==> config.mk <==
export PLATFORM = sky130hd
export DESIGN_NAME = alu_issue_ctrl
export DESIGN_NICKNAME = d
export VERILOG_FILES = /design/src/rtl/alu_issue_ctrl.sv
export SDC_FILE = /design/constraint.sdc
export NUM_CORES = 1
export LEC_CHECK = 0
export CAP_MARGIN = 20
export CORE_UTILIZATION = 42
export CTS_BUF_LIST = sky130_fd_sc_hd__clkbuf_16
export DETAILED_ROUTE_END_ITERATION = 12
export MAX_ROUTING_LAYER = met4
export PLACE_DENSITY = 0.87
export SYNTH_ARGS = -nofsm -noshare
export SYNTH_HDL_FRONTEND = slang
export SYNTH_SLANG_ARGS = --single-unit
==> constraint.sdc <==
create_clock -name clk -period 2.4 [get_ports clk]
set_input_delay 0.72 -clock clk [delete_from_list [all_inputs] [get_ports clk]]
set_output_delay 0.72 -clock clk [all_outputs]
set_load 0.01 [all_outputs]
==> src/rtl/alu_issue_ctrl.sv <==
// Execute-stage issue controller: accepts one decoded op, drives the selected functional
// unit, sequences mul/div through start/done, and returns the result on a writeback port.
module alu_issue_ctrl #(
   parameter int N        = 16,
   parameter int SEL_LINE = 4,
   parameter int TIMEOUT  = 32
) (
   input  logic                clk,
   input  logic                rst,
   input  logic                op_valid,
   output logic                op_ready,
   input  logic [SEL_LINE-1:0] op_opcode,
   input  logic [N-1:0]        rs1_reg_val,
   input  logic [N-1:0]        rs2_reg_val,
   input  logic [3:0]          rd_addr,
   output logic [6:0]          unit_sel,
   output logic [N-1:0]        unit_rs1,
   output logic [N-1:0]        unit_rs2,
   output logic                unit_start,
   input  logic [N-1:0]        unit_result,
   input  logic                unit_done,
   output logic                wb_valid,
   input  logic                wb_ready,
   output logic [3:0]          wb_rd,
   output logic [N-1:0]        wb_data,
   output logic                err_illegal,
   output logic                err_timeout,
   output logic [2:0]          dbg_state
);

   // Handshakes: an op transfers on a rising edge where op_valid && op_ready; a result
   // transfers where wb_valid && wb_ready. wb_valid/wb_rd/wb_data hold until accepted.

   localparam int NUM_UNITS = 7;
   localparam int CNT_W     = $clog2(TIMEOUT + 1);

   localparam logic [SEL_LINE-1:0] OP_MUL  = SEL_LINE'(2);
   localparam logic [SEL_LINE-1:0] OP_DIV  = SEL_LINE'(3);
   localparam logic [SEL_LINE-1:0] OP_LAST = SEL_LINE'(NUM_UNITS - 1);

   typedef enum logic [2:0] {
      S_IDLE     = 3'd0,
      S_EXEC     = 3'd1,
      S_MC_START = 3'd2,
      S_MC_WAIT  = 3'd3,
      S_WB       = 3'd4,
      S_ERR      = 3'd5
   } state_t;

   state_t              state_q, state_d;
   state_t              idle_next;
   logic [SEL_LINE-1:0] opcode_q, opcode_d;
   logic [N-1:0]        unit_rs1_q, unit_rs1_d;
   logic [N-1:0]        unit_rs2_q, unit_rs2_d;
   logic [3:0]          wb_rd_q, wb_rd_d;
   logic [N-1:0]        wb_data_q, wb_data_d;
   logic [CNT_W-1:0]    cnt_q, cnt_d;
   logic                err_timeout_q, err_timeout_d;
   logic                div_by_zero;
   logic                cnt_at_limit;
   logic [6:0]          sel_onehot;

   // Divide by zero never reaches the divider; it writes back all ones directly.
   assign div_by_zero  = (op_opcode == OP_DIV) && (rs2_reg_val == '0);
   assign cnt_at_limit = (cnt_q == CNT_W'(TIMEOUT - 1));

   always_comb begin
      idle_next = S_EXEC;
      if (op_opcode > OP_LAST) begin
         idle_next = S_ERR;
      end else if (op_opcode == OP_MUL) begin
         idle_next = S_MC_START;
      end else if (op_opcode == OP_DIV) begin
         idle_next = div_by_zero ? S_WB : S_MC_START;
      end
   end

   // State register
   always_ff @(posedge clk) begin
      if (rst) begin
         state_q <= S_IDLE;
      end else begin
         state_q <= state_d;
      end
   end

   // Next-state logic
   always_comb begin
      state_d = state_q;
      case (state_q)
         S_IDLE: begin
            if (op_valid) begin
               state_d = idle_next;
            end
         end
         S_EXEC:     state_d = S_WB;
         S_MC_START: state_d = S_MC_WAIT;
         S_MC_WAIT: begin
            if (unit_done) begin
               state_d = S_WB;
            end else if (cnt_at_limit) begin
               state_d = S_IDLE;
            end
         end
         S_WB: begin
            if (wb_ready) begin
               state_d = S_IDLE;
            end
         end
         S_ERR:   state_d = S_IDLE;
         default: state_d = S_IDLE;
      endcase
   end

   // Captured operands, result register, wait counter and timeout pulse.
   always_comb begin
      opcode_d      = opcode_q;
      unit_rs1_d    = unit_rs1_q;
      unit_rs2_d    = unit_rs2_q;
      wb_rd_d       = wb_rd_q;
      wb_data_d     = wb_data_q;
      cnt_d         = cnt_q;
      err_timeout_d = 1'b0;
      case (state_q)
         S_IDLE: begin
            if (op_valid) begin
               opcode_d   = op_opcode;
               unit_rs1_d = rs1_reg_val;
               unit_rs2_d = rs2_reg_val;
               wb_rd_d    = rd_addr;
               if (div_by_zero) begin
                  wb_data_d = '1;
               end
            end
         end
         S_EXEC: begin
            wb_data_d = unit_result;
         end
         S_MC_START: begin
            cnt_d = '0;
         end
         S_MC_WAIT: begin
            // A done arriving on the final count still completes normally.
            if (unit_done) begin
               wb_data_d = unit_result;
            end else if (cnt_at_limit) begin
               err_timeout_d = 1'b1;
            end else begin
               cnt_d = cnt_q + CNT_W'(1);
            end
         end
         default: ;
      endcase
   end

   always_ff @(posedge clk) begin
      if (rst) begin
         opcode_q      <= '0;
         unit_rs1_q    <= '0;
         unit_rs2_q    <= '0;
         wb_rd_q       <= '0;
         wb_data_q     <= '0;
         cnt_q         <= '0;
         err_timeout_q <= 1'b0;
      end else begin
         opcode_q      <= opcode_d;
         unit_rs1_q    <= unit_rs1_d;
         unit_rs2_q    <= unit_rs2_d;
         wb_rd_q       <= wb_rd_d;
         wb_data_q     <= wb_data_d;
         cnt_q         <= cnt_d;
         err_timeout_q <= err_timeout_d;
      end
   end

   always_comb begin
      sel_onehot = '0;
      for (int i = 0; i < NUM_UNITS; i++) begin
         sel_onehot[i] = (opcode_q == SEL_LINE'(i));
      end
   end

   // Output logic
   always_comb begin
      op_ready    = (state_q == S_IDLE) && !rst;
      unit_sel    = '0;
      unit_start  = 1'b0;
      wb_valid    = 1'b0;
      err_illegal = 1'b0;
      case (state_q)
         S_EXEC:    unit_sel = sel_onehot;
         S_MC_START: begin
            unit_sel   = sel_onehot;
            unit_start = 1'b1;
         end
         S_MC_WAIT: unit_sel = sel_onehot;
         S_WB:      wb_valid = 1'b1;
         S_ERR:     err_illegal = 1'b1;
         default: ;
      endcase
   end

   assign unit_rs1    = unit_rs1_q;
   assign unit_rs2    = unit_rs2_q;
   assign wb_rd       = wb_rd_q;
   assign wb_data     = wb_data_q;
   assign err_timeout = err_timeout_q;
   assign dbg_state   = state_q;

endmodule

[Yosys cells after proc, flatten, opt, wreduce, memory -nomap -nowiden]
Index checks and enable logic that the tools add are counted.
Storage, ports and cells
  register bits after elaboration: 66
  bits of input ports: 61
  logic and storage cells: 67
Operators by class
  add/subtract/negate cells: 1
  order comparisons: 1
  equality and inequality tests: 21
  muxes and demuxes: 21
  bitwise operators: 1
  reductions and logical operators: 14
Operators by type and width (number)
  16-bit 2-to-1 mux: 3
  16-bit case mux with 3 select lines: 1
  3-bit 2-to-1 mux: 8
  4-bit by 2-bit equality test with 1-bit output (second input constant): 4
  16-bit zero test: 1
  3-bit case mux with 5 select lines: 1
  4-bit by 3-bit equality test with 1-bit output (second input constant): 3
  6-bit 2-to-1 mux: 2
  2-bit inequality test (second input constant): 6
  6-bit case mux with 2 select lines: 1
  7-bit 2-to-1 mux: 1
  6-bit by 1-bit adder with 6-bit output (second input constant): 1
  3-bit by 2-bit equality test with 1-bit output (second input constant): 2
  3-bit equality test (second input constant): 2
  6-bit by 5-bit equality test with 1-bit output (second input constant): 1
  3-bit AND reduction: 2
  3-bit OR reduction: 2
  4-bit by 1-bit equality test with 1-bit output (second input constant): 1
  4-bit by 3-bit greater-than comparator with 1-bit output (second input constant): 1
  4-bit zero test: 1
  1-bit 2-to-1 mux: 4
  4-bit AND reduction: 1
  3-bit by 1-bit equality test with 1-bit output (second input constant): 1
  3-bit zero test: 1
  7 further kinds: 8

[Depth between registers and ports, before layout]
Gate-level depths: netlist of the first run.
  word-level depth: 8
  mapped depth: 7
  depth with buffers taken out: 5

[Least setup slack after synthesis of the first run]
OpenSTA, ideal clock, no wires.
  path kind: input port to output port
  start point: input rst
  end point: output op_ready
  data arrival time: 1553 ps
  path slack: 127 ps
  stages: 3
  path buffers: 2
  cells stage by stage: clkbuf_1 -> clkbuf_1 -> nor4_1
Between the ends
  longest elaborated chain between the ends: 2
Ends and longest elaborated chain
  start: declaration: line 9  | input logic rst,
  1-bit zero test: line 185  | op_ready = (state_q == S_IDLE) && !rst;
  1-bit logical AND: line 185
  end: declaration: line 11  | output logic op_ready,
No other way between the ends.

[Worst setup path in the final report of the first run]
  start point: register state_q[2], in the netlist dbg_state[2]
  end point: output wb_valid
Between the ends
  longest elaborated chain between the ends: 2
Ends and longest elaborated chain
  start: declaration: line 50  | state_t state_q, state_d;
  start signal: assignment: line 83  | state_q <= state_d;
  3-bit equality test: line 190  | case (state_q)
  1-bit 2-to-1 mux: line 190
  end: declaration: line 22  | output logic wb_valid,
No other way between the ends.

==> results of run 1 <==
-- worst max-delay path, cell delays in order (launching register included) --
cell and delay (ns):
dfxtp_1 0.34, buf_4 0.19, inv_2 0.05, nor3_1 0.12, clkdlybuf4s50_1 0.56
-- power by group --
part / switching [uW] / internal, uW / total (uW)
Clock: 488 / 799 / 1290
Sequential: 56.8 / 1180 / 1240
Combinational: 326 / 367 / 692
-- sequential cells by signal, indices dropped and copies added (netlist names) --
register and count:
cnt_q 6, dbg_state 3, err_timeout 1, opcode_q 4, unit_rs1 16, unit_rs2 16
wb_data 16, wb_rd 4
-- cells by family (layout without fill, tap and decap cells) --
logic type	Yosys count	count (layout)	synth area share, %
compound gates	91	91	21.0
xor+xnor	1	1	0.301
fa+ha+maj	1	1	0.429
buf+inv	32	166	5.33
flops	66	66	45.4
mux	1	1	0.344
simple gates	160	160	27.2
-- cells in the mapped netlist (2+ instances only) --
cell      instances
a211oi_1          7
a211oi_2         10
a21oi_1          43
a311o_1           3
a31oi_1           3
and2_1            5
and3_1            3
buf_2             4
buf_6             2
clkbuf_1         19
dfxtp_1          66
inv_1             2
inv_2             2
nand2_1          89
nand2b_1          6
nand3_1           4
nor2_1           14
nor3_1           14
nor3_2           10
nor4_1            5
o21ai_1           2
o22ai_1          16
-- repair_timing --
| item | 4_1_cts | 5_1_grt |
|---|---|---|
| setup endpoints to repair | 9 | 4 |
| gates resized for setup | 9 | 3 |
| gates cloned | 0 | 0 |
| pin swaps | 0 | 1 |
-- cell type report --
type	instances	area, sq um	share of cell area, %
Multi-Input combinational cell	254	1440	31.3
Timing Repair Buffer	146	1440	31.2
Sequential cell	66	1320	28.7
Clock buffer	9	225	4.89
Tap cell	77	96.3	2.09
Clock inverter	7	70.1	1.52
Inverter	4	15.0	0.326
-- metal layers --
metal | global-route usage, % | part of all wire, % | vias up
li1 | - | - | 1501
met1 | 27.8 | 41 | 1398
met2 | 40.1 | 50 | 105
met3 | 5.45 | 7.3 | 11
met4 | 9.39 | 1.4 | 0
met5 | - | 0 | -
-- worst min path at each step --
stage | slack (ns) | end | startpoint
final | 0.45 | unit_rs2[7] | unit_rs2[7]
after global routing | 0.47 | unit_rs1[12] | unit_rs1[12]
after CTS | 0.45 | unit_rs1[12] | unit_rs1[12]
after detailed placement | 0.45 | unit_rs1[12] | unit_rs1[12]
after global placement | 0.44 | unit_rs1[15] | unit_rs1[15]
after floorplan | 0.44 | opcode_q[3] | opcode_q[3]
-- stage by stage --
stage | hold WS (ns) | util (%) | setup slack [ns] | cells | cell area [sq um]
floorplan | 0.437 | - | 0.127 | 352 | 2910
global placement | 0.441 | 65.9 | -0.133 | 547 | 4300
detailed placement | 0.446 | 65.9 | -0.206 | 547 | 4300
CTS | 0.453 | 70.4 | 0.0150 | 563 | 4600
global route | 0.474 | 70.5 | 0.0244 | 563 | 4610
finish | 0.454 | 70.5 | 0.0899 | 563 | 4610
==> metrics.cfg, run 1 <==
[logic_synthesis]
synth.distinct_cells = 45
netlist_area_sq_mm = 0.00291
synth_ff_type = dfxtp_1
synth_top_area_cell = dfxtp_1
async_flop_share_pct = 0
syn-instance-count = 352
yosys_warnings = 0
ys_ff_latch = 66
syn_area_per_cell_sq_um = 8.27
synth_area_leaders = dfxtp_1 (45%), nand2_1 (11%), a21oi_1 (7.4%)
seq_area_frac_synth_pct = 45.4
synth_edf_count = 0
syn_nets = 414
yosys.area.top_type_share_pct = 45.4

[placed_design]
portBuffers = 127
dp.final_hpwl_um = 5870
gp_congestion = 0.864

[clock_network]
post_cts_buffers = 0
clock_path_buffers = 2
cts_tree = yes
clk_latency_ns = 0.32
cts.clk_slew.worst_paths_ns = 0.05
htreeDepth = 3
hold_buffers = 0
cts.sinks = 66
clock-root-buffer = clkbuf_16
cts-buffers-inserted = 9

[sta]
setup_viol = 0
finalMaxSlewViolations = 0
finalHoldViolCount = 0
finClkSkew_ns = 0.00369
finalCritPeriodShare_pct = 96.3
worstMarginPinSlew_ns = 0.787
tns_ns = 0
max_freq_mhz = 433
max-slew-margin-rel_pct = 47.5
rsz0062_at_grt = false
min_period_ns = 2.31

[global_route]
grt_max_degree = 63
grt_pass1_wl_um = 13400
grt_util_all_layers_pct = 23.9
grt_pass1_vias = 2922
antenna_found_initial = 0
overflow = 0

[power]
total_power_uw = 3220
ir_drop_mv = 0.531
p_leak_uw = 0.00172
p_per_area_mw_per_mm2 = 698

[floorplanning]
die_h_um = 85.3
start_util_pct = 44.6
num_rows = 29
boundaryPins = 128
core_area_sq_mm = 0.00653
die_w_um = 85.3
die_area_sq_mm = 0.00727

[critical_path]
worstPathMaxFanout = 11
startpoint_type = flip-flop
setup.worst_path.start = dbg_state[2]
rr_worst_depth = 5
crit_path_end_kind = primary output
cp.required_ns = 1.68
r2r-start = cnt_q[0]
reg2reg_to = cnt_q[5]
worstPathArrival_ns = 1.59
endpoint = wb_valid
r2r_slack_ns = 0.53
criticalPathCategory = flip-flop to primary output

[routing]
dr.pass1.iters = 4
vias = 3015
totalWireLength_um = 8460
drtIter0Drc = 175
wl_per_cell_um = 15.0
avgViaCountPerCell = 5.36
drc = 0
postRouteAntennaNets = 0

[min_path]
hold_path.class = flip-flop to flip-flop
hold_path_depth = 2

[layout]
n_antenna_cell = 0
layout_common_cells = clkdlybuf4s50_1 (116), nand2_1 (89), dfxtp_1 (66)
drive_gt1_share_pct = 13.0
fin_nets = 543
syn_to_final_growth_pct = 58.1
final_common_cell = clkdlybuf4s50_1
fill_cells = 510

[status]
run_status = completed

[run]
drv_cap = 0

Note: power is estimated with default switching activity, not from simulation.
==> inputs of run 2 (changes only) <==
SLEW_MARGIN = 20   (was unset)
==> results of run 2 <==
No change in the layout: final DEF, timing and power equal those of run 1.
==> inputs of run 3 (changes only) <==
MAX_ROUTING_LAYER = unset   (was met4)
==> run 3 against run 2 <==
Effect of this change:
- flip-flop and latch count stayed put
- cell area unchanged
- final cell count unchanged
- largest power group unchanged
- clock skew is 0.00099 ns higher
- global-route usage is 0.75 points lower
==> metrics.cfg, run 3 (synthesized netlist as in run 1, its figures left out) <==
[global_route]
grt_pass1_wl_um = 13400  ; about the same
gr-usage-met3_pct = 6.71  ; was 5.45%
grt_util_all_layers_pct = 23.1  ; was 23.9%
antenna_found_initial = 0  ; unchanged
grt_pass1_vias = 2918  ; was 2922
top_usage_layer = met2  ; unchanged
grt_use_met1_pct = 26.8  ; was 27.8%
overflow = 0  ; unchanged
grt_max_degree = 63  ; unchanged
met2_usage_pct = 40.2  ; was 40.1%

[floorplanning]
die_h_um = 85.3  ; unchanged
boundaryPins = 128  ; unchanged
start_util_pct = 44.6  ; unchanged
die_area_sq_mm = 0.00727  ; unchanged
core_area_sq_mm = 0.00653  ; unchanged
die_w_um = 85.3  ; unchanged
num_rows = 29  ; unchanged

[clock_network]
cts.clk_slew.worst_paths_ns = 0.05  ; about the same
post_cts_buffers = 0  ; unchanged
cts-buffers-inserted = 9  ; unchanged
clock_path_buffers = 2  ; unchanged
hold_buffers = 0  ; unchanged
cts_tree = yes  ; unchanged
htreeDepth = 3  ; unchanged
clk_latency_ns = 0.33  ; was 0.32 ns
cts.sinks = 66  ; unchanged
clock-root-buffer = clkbuf_16  ; unchanged

[sta]
setup_viol = 0  ; unchanged
min_period_ns = 2.31  ; about the same
worstMarginPinSlew_ns = 0.789  ; was 0.787 ns
finalCritPeriodShare_pct = 96.3  ; about the same
finalHoldViolCount = 0  ; unchanged
finalMaxSlewViolations = 0  ; unchanged
max_freq_mhz = 433  ; about the same
max-slew-margin-rel_pct = 47.4  ; was 47.5%
finClkSkew_ns = 0.00468  ; was 0.00369 ns
holdWs_ns = 0.453  ; was 0.454 ns
rsz0062_at_grt = false  ; unchanged

[status]
run_status = completed  ; unchanged

[critical_path]
cp.required_ns = 1.68  ; about the same
criticalPathCategory = flip-flop to primary output  ; unchanged
crit_path_end_kind = primary output  ; unchanged
worstPathArrival_ns = 1.59  ; about the same
worst-path-buf-inv = 3  ; unchanged
r2r_slack_ns = 0.53  ; about the same
critPathTopFamily = buffers and inverters  ; unchanged
worstPathMaxFanout = 11  ; unchanged
startpoint_type = flip-flop  ; unchanged
path_cells = buf_4 -> inv_2 -> nor3_1 -> clkdlybuf4s50_1  ; unchanged
cpPeakStageDelay_ns = 0.56  ; about the same
slowest_stage = clkdlybuf4s50_1  ; unchanged

[routing]
drtIter0Drc = 205  ; was 175
avgViaCountPerCell = 5.35  ; was 5.36
postRouteAntennaNets = 0  ; unchanged
vias = 3013  ; was 3015
dr.pass1.iters = 5  ; was 4
wl_per_cell_um = 15.0  ; about the same
drc = 0  ; unchanged
totalWireLength_um = 8460  ; about the same

[placed_design]
portBuffers = 127  ; unchanged
gp_congestion = 0.851  ; was 0.864
dp.cells = 547  ; unchanged
dp.final_hpwl_um = 5870  ; unchanged

[layout]
final_cells = 563  ; unchanged
regArea_sq_mm = 0.00132  ; unchanged
final_common_cell = clkdlybuf4s50_1  ; unchanged
final_core_util_pct = 70.5  ; unchanged
multi_input_area_sq_mm = 0.00144  ; unchanged
n_antenna_cell = 0  ; unchanged
fill_cells = 510  ; unchanged
drive_gt1_share_pct = 13.0  ; unchanged
syn_to_final_growth_pct = 58.1  ; unchanged
layout_common_cells = clkdlybuf4s50_1 (116), nand2_1 (89), dfxtp_1 (66)  ; unchanged
fin_nets = 543  ; unchanged

[power]
p_switching_uw = 865  ; was 870 uW
p_seq_share_pct = 38.6  ; was 38.5%
clkPwrFrac_pct = 39.9  ; was 40.0%
total_power_uw = 3210  ; was 3220 uW
pwr-share-comb_pct = 21.5  ; about the same
p_per_area_mw_per_mm2 = 697  ; was 698 mW/mm^2
ir_drop_mv = 0.531  ; about the same
p_int_uw = 2350  ; about the same
p_leak_uw = 0.00172  ; unchanged
power_switching_share_pct = 26.9  ; was 27.0%

[min_path]
hold_path.class = flip-flop to flip-flop  ; unchanged

[run]
drv_cap = 0  ; unchanged

## run 3: cell counts in the layout (fill, tap and decap cells not counted)
Identical to the previous run, type by type.
## run 3: worst reg2reg max path, stage by stage (launching register included)
cell	delay [ns]
dfxtp_1	0.35
ha_1	0.22
and3b_1	0.20
a311o_1	0.47
or4_1	0.43
a21oi_1	0.14
## run 3: final cells by class
class / instances / share of cell area, %
clock buffers: 9 / 4.89
multi-input cells: 254 / 31.3
clock inverters: 7 / 1.52
repair buffers: 146 / 31.2
flip-flops and latches: 66 / 28.7
inverters: 4 / 0.326
well taps: 77 / 2.09
## run 3: path summary, 6_finish.rpt
check               start          end  depth (start not counted)
max reg2reg      cnt_q[0]     cnt_q[5]                          5
min           unit_rs2[7]  unit_rs2[7]                          2
max          dbg_state[2]     wb_valid                          4
min reg2reg   unit_rs2[7]  unit_rs2[7]                          2
## run 3: per-layer routing
layer  part of all wire, %  vias to the layer above
met3                   8.0                       13
met2                    49                      115
met4                   1.8                        0
met5                     0                        -
li1                      -                     1495
met1                    41                     1390
## run 3: timing repair
item | 4_1_cts | 5_1_grt
pin swaps | 0 | 1
endpoints found under the setup margin | 9 | 4
resized for setup | 9 | 3
## run 3: through the flow
stage / setup WS, ns / cell area (sq um) / TNS (ns)
2_1_floorplan: 0.127 / 2910 / 0
3_3_place_gp: -0.133 / 4300 / -1.83
3_5_place_dp: -0.206 / 4300 / -2.55
4_1_cts: 0.0150 / 4600 / 0
5_1_grt: 0.0244 / 4610 / 0
6_report: 0.0885 / 4610 / 0
## run 3: power groups by stage
stage                     logic [uW]  clock network, uW  registers, uW
after floorplan                  299                  0           1290
after global placement           674                  0           1260
after detailed placement         691                  0           1260
after CTS                        696               1300           1240
after global routing             746               1350           1250
final                            692               1280           1240
